## src/rtl/if_stage.sv

```systemverilog
// Instruction fetch: one outstanding word read, single IF/ID register with valid/ready.
// Zero-wait bus gives id_valid two cycles after the grant; a full slot holds the request off and stalls the PC.
module if_stage #(
   parameter int          PC_W = 32,
   parameter logic [31:0] NOP  = 32'h0000_0013
) (
   input  logic            clk,
   input  logic            rst,
   input  logic [PC_W-1:0] pc_in,
   output logic            pc_stall,
   input  logic            flush,
   output logic            ibus_req,
   output logic [PC_W-1:0] ibus_addr,
   input  logic            ibus_gnt,
   input  logic            ibus_rvalid,
   input  logic [31:0]     ibus_rdata,
   output logic            id_valid,
   input  logic            id_ready,
   output logic [PC_W-1:0] id_pc,
   output logic [31:0]     id_instr,
   output logic            id_fault
);

   typedef enum logic [1:0] {S_REQ, S_WAIT, S_DROP, S_FAULT} state_t;

   state_t          state, state_nxt;
   logic [PC_W-1:0] req_pc;
   logic            slot_free;
   logic            misaligned;
   logic            load_fetch;
   logic            load_fault;
   logic            req_accept;

   assign slot_free  = !id_valid || id_ready;
   assign misaligned = pc_in[1:0] != 2'b00;
   assign ibus_addr  = pc_in;
   assign req_accept = (state == S_REQ) && ibus_req && ibus_gnt;
   assign pc_stall   = !req_accept;

   always_comb begin
      state_nxt  = state;
      ibus_req   = 1'b0;
      load_fetch = 1'b0;
      load_fault = 1'b0;
      case (state)
         S_REQ: begin
            if (!flush && slot_free) begin
               if (misaligned) begin
                  load_fault = 1'b1;
                  state_nxt  = S_FAULT;
               end else begin
                  ibus_req = 1'b1;
                  if (ibus_gnt) state_nxt = S_WAIT;
               end
            end
         end
         S_WAIT: begin
            if (ibus_rvalid) begin
               load_fetch = !flush;
               state_nxt  = S_REQ;
            end else if (flush) begin
               state_nxt = S_DROP;
            end
         end
         S_DROP: begin
            if (ibus_rvalid) state_nxt = S_REQ;
         end
         S_FAULT: begin
            if (flush) state_nxt = S_REQ;
         end
         default: state_nxt = S_REQ;
      endcase
      // Reset abandons any request; a late response then lands in REQ and is ignored.
      if (rst) begin
         ibus_req   = 1'b0;
         load_fetch = 1'b0;
         load_fault = 1'b0;
      end
   end

   always_ff @(posedge clk) begin
      if (rst) begin
         state  <= S_REQ;
         req_pc <= '0;
      end else begin
         state <= state_nxt;
         if (req_accept) req_pc <= pc_in;
      end
   end

   // Flush wins over a load; a consumed entry clears unless replaced in the same cycle.
   always_ff @(posedge clk) begin
      if (rst) begin
         id_valid <= 1'b0;
         id_fault <= 1'b0;
         id_pc    <= '0;
         id_instr <= NOP;
      end else if (flush) begin
         id_valid <= 1'b0;
      end else if (load_fetch) begin
         id_valid <= 1'b1;
         id_pc    <= req_pc;
         id_instr <= ibus_rdata;
         id_fault <= 1'b0;
      end else if (load_fault) begin
         id_valid <= 1'b1;
         id_pc    <= pc_in;
         id_instr <= NOP;
         id_fault <= 1'b1;
      end else if (id_ready) begin
         id_valid <= 1'b0;
      end
   end

endmodule

```

## config.mk

```make
export PLATFORM = sky130hd
export DESIGN_NAME = if_stage
export DESIGN_NICKNAME = d
export VERILOG_FILES = /design/src/rtl/if_stage.sv
export SDC_FILE = /design/constraint.sdc
export NUM_CORES = 1
export LEC_CHECK = 0
export BUFFER_PORTS_ARGS = -buffer_cell sky130_fd_sc_hd__buf_2
export CAP_MARGIN = 20
export CORE_MARGIN = 10
export CORE_UTILIZATION = 42
export CTS_BUF_LIST = sky130_fd_sc_hd__clkbuf_8 sky130_fd_sc_hd__clkbuf_16
export CTS_CLUSTER_SIZE = 14
export DETAILED_ROUTE_END_ITERATION = 10
export GPL_ROUTABILITY_DRIVEN = 0
export HOLD_SLACK_MARGIN = 0.12
export MAX_ROUTING_LAYER = met4
export PLACE_DENSITY = 0.74
export SLEW_MARGIN = 20
export SYNTH_ARGS = -nofsm -noshare
export SYNTH_HDL_FRONTEND = slang
export SYNTH_SLANG_ARGS = --single-unit
```

## constraint.sdc

```tcl
create_clock -name clk -period 1.4 [get_ports clk]
set_input_delay 0 -clock clk [delete_from_list [all_inputs] [get_ports clk]]
set_output_delay 0 -clock clk [all_outputs]
set_load 0.1 [all_outputs]
```

==> run summary <==
The worst hold slack was 171 ps. The total via count after detailed routing was 4416; the remaining design rule violation count was 0. At the worst endpoint, the required time is 1650 ps.

STA puts the critical path data arrival time at 1900 ps. The critical path goes through buf_6 > nor3_4 > buf_6 > nand3_4 > buf_8 > buf_12 > a311oi_1. Counting cells, the worst reg-to-reg path comes to 7. The cell area after placement came out at 5080 µm². The run gives 350 ps as the source-to-sink clock delay at the later pin of the worst-skew pair.

After synthesis, the cell types taking the most area are dfxtp_1 47%, nand2_1 12%, a311oi_2 9.2%. The total routed wirelength is 16.1 mm. The clock sink count is 100, and the worst-case headroom to the max-slew limit is 63.8%. The pre-antenna-repair detailed-routing pass consisted of 4 iterations.

Of the cells placed in the final design, the portion with a size suffix greater than 1 is 51.1%. The clock tree buffer depth is 2, and the number of nets in the layout is 787. STA classifies the critical path endpoint as a flop.

At the pin with the least slew margin, the transition time is 543 ps. When the netlist entered floorplanning its net count stood at 563. For the netlist area before placement, the log shows 4250 µm². The total overflow reported by the global router came out at 0. Max-cap violations in this run came to 0. The number of vias per cell after detailed routing came out at 5.15.

The clock edge transition at the registers on the reported setup and hold paths came out at 100 ps. The total power is 6.96 mW, and the routed length per instance is 18.8 µm. The total global-route track usage is 20.7%, and the vertical extent of the die is 121 µm.

The initialized floorplan defines 36 standard-cell rows. The tools report the area of the die as 14500 µm². The run gives 31 as the count of distinct cell types in the synthesized netlist. Die extent in x: 121 µm. The tree is rooted in a clkbuf_8.

The area growth from synthesis to layout is 67.8%. The wire-length estimate of the detail-placed layout is 8.48 mm. The class of the most critical hold timing path is in2reg. On the critical path, the stage with the largest delay is an instance of dfxtp_4. For this run, the register share of the synthesized area comes to 47.2%. Across the VDD grid, the largest voltage drop is 0.737 mV. The CTS buffer count is 9.

The library cell appearing most often on the critical path was buf_6. The total power divided by cell area is 978 nW/µm². The worst hold path passes through 5 cells.

The final reports fail on setup timing. The setup path with the least slack is of type reg2reg. The synthesized design spends more area on one cell type than any other, namely dfxtp_1. The final worst setup slack was -248 ps; the fraction of the cycle the final worst path needs was 118%.

In this run, synthesis produced a sequential element count of 100. The run gives 12.3 ps as the worst clock skew. The DRC marker count from the first detailed-route iteration was 367; the post-layout minimum cycle time was 1650 ps. The count of pins on the block boundary was 170. The tools report the core area as 9820 µm². The fraction of synthesized cell area taken by the top area cell type is 47.2%, and the post-route cell area is 7120 µm².

The logs give 4685 for the number of global-route vias before repair and 43.2% for the effective utilization at floorplan. The instance count of the mapped netlist was 493. TritonCTS built the clock tree.

Setup violations remaining at the end of the flow were counted as 100. For this run, the number of Yosys warnings is 0. The run gives 0 as the hold violation total from the final report. Setup repair after global routing could not meet its margin everywhere. The first global-routing pass estimated 23.9 mm of wire.

Setup total negative slack on the finished layout was measured at -15600 ps. Derived from the worst setup path, the maximum achievable clock frequency is 607 MHz. The static leakage was 2.91 nW; the synthesized area per cell was 8.61 µm². CTS built an H-tree with a depth of 3.

The maximum fanout along the worst path came out at 9. The initial antenna violation count came out at 3. STA classifies the critical path startpoint as a flop.

During placement, the flow inserted port buffers numbering 169. On the worst path, the slowest cell contributes a delay of 370 ps. At the placement stage, the worst setup path has a slack of -325 ps. The flow ran to the end, but the final reports show violations.

Entering global routing, the biggest net connects 85 pins. The number of pins exceeding their max-slew limit in the final report is 0. Once detail routing completed, the nets flagged for antenna violations numbered 0.
Yosys cell counts:
| cell | n |
|---|---|
| a211oi_1 | 1 |
| a211oi_2 | 1 |
| a21oi_1 | 48 |
| a22o_1 | 13 |
| a311oi_1 | 7 |
| a311oi_2 | 26 |
| a32oi_1 | 1 |
| and3_1 | 3 |
| and4_1 | 1 |
| buf_1 | 3 |
| buf_2 | 20 |
| buf_4 | 35 |
| buf_6 | 4 |
| clkbuf_1 | 12 |
| dfxtp_1 | 100 |
| inv_1 | 1 |
| nand2_1 | 139 |
| nand2_2 | 2 |
| nand2b_1 | 2 |
| nand3_1 | 18 |
| nand3b_1 | 1 |
| nor2_1 | 36 |
| nor2b_1 | 1 |
| nor3_1 | 7 |
| nor3b_1 | 2 |
| nor4_4 | 1 |
| nor4b_1 | 1 |
| o21ai_0 | 1 |
| o21bai_1 | 4 |
| or2_2 | 1 |
| or3_1 | 1 |
worst max-delay path: cells and delay by family (launching register included):
kind,cells,cell delay (ps)
simple gates,2,350
compound gates,1,240
flops,1,370
buf+inv,4,590
power by group:
part / internal [mW] / switching, mW / total, mW
registers: 2.93 / 0.0601 / 2.99
clock network: 0.858 / 1.10 / 1.96
logic: 0.601 / 1.41 / 2.01
total: 4.39 / 2.57 / 6.96
cells in the final DEF, fill, tap and decap left out, types with 2 or more instances in the layout:
master	Yosys	layout
nand3_4	0	16
clkinv_4	0	2
buf_16	0	6
dfxtp_1	100	97
nand2_1	139	126
nor2_2	0	23
nor2_1	36	2
clkbuf_16	0	4
inv_6	0	3
nor3_1	7	3
diode_2	0	3
nor3_2	0	3
buf_12	0	14
a21oi_2	0	19
nand3_2	0	3
nor3b_1	2	2
nor2_4	0	11
a311oi_1	7	2
a22o_1	13	13
a21oi_1	48	29
nand2_4	0	7
nand2_2	2	8
buf_8	0	4
o21bai_1	4	4
buf_4	35	14
buf_6	4	8
dfxtp_4	0	2
clkbuf_8	0	9
a311oi_2	26	31
dlygate4sd3_1	0	69
buf_2	20	166
and3_4	0	3
layer usage:
| layer | track usage (%) | vias up | wire [µm] |
|---|---|---|---|
| met1 | 23.1 | 2138 | 6630 |
| met3 | 6.10 | 15 | 1090 |
| met5 | - | - | 0 |
| li1 | - | 2109 | - |
| met2 | 35.2 | 154 | 8180 |
| met4 | 5.73 | 0 | 198 |
logic make-up (layout without fill, tap and decap cells):
logic type | after synthesis | after routing | synth area share (%)
flip-flops | 100 | 100 | 47.2
AND/OR/NAND/NOR | 216 | 217 | 21.3
AO/OA/AOI/OAI | 102 | 102 | 20.5
other | 0 | 3 | 0
buffers and inverters | 75 | 303 | 11.0
state kept, by name (all words and copies together), names as in the netlist:
name	count
state	2
id_instr	32
id_valid	1
id_pc	32
id_fault	1
req_pc	32
area by class of cell:
type                       count  area [µm²]
clock buffer                   9         124
tap                          133         166
antenna                        3        7.51
clock inverter                 7        81.3
timing repair inverter         1        8.76
timing repair buffer         285        2320
inverter                       1        16.3
sequential                   100        2010
fill                         698        2700
multi-input combinational    319        2380
what timing repair did:
action                                  in CTS  in global routing
buffers inserted                            12                  7
hold buffers                                69                  0
endpoints found under the hold margin       97                  0
cloned                                       9                  5
gates resized for setup                     82                 91
pin swaps                                   42                 26
endpoints found under the setup margin     101                101
per-stage QoR:
stage | cells | utilization [%]
6_report | 858 | 72.5
5_1_grt | 858 | 72.5
4_1_cts | 847 | 67.8
3_5_place_dp | 742 | 51.7
3_3_place_gp | 742 | 51.7
2_1_floorplan | 493 | -
path summary, 6_finish.rpt:
check / startpoint / end / slack, ps
setup reg to reg: state[1]$_SDFFE_PP0P_ / id_pc[25]$_SDFFE_PP0P_ / -250
hold / removal: flush / state[0]$_SDFFE_PP0P_ / 170
setup / recovery: state[1]$_SDFFE_PP0P_ / id_pc[25]$_SDFFE_PP0P_ / -250
hold reg to reg: req_pc[26]$_SDFFE_PP0P_ / req_pc[26]$_SDFFE_PP0P_ / 470
(Power assumes the default switching activity.)
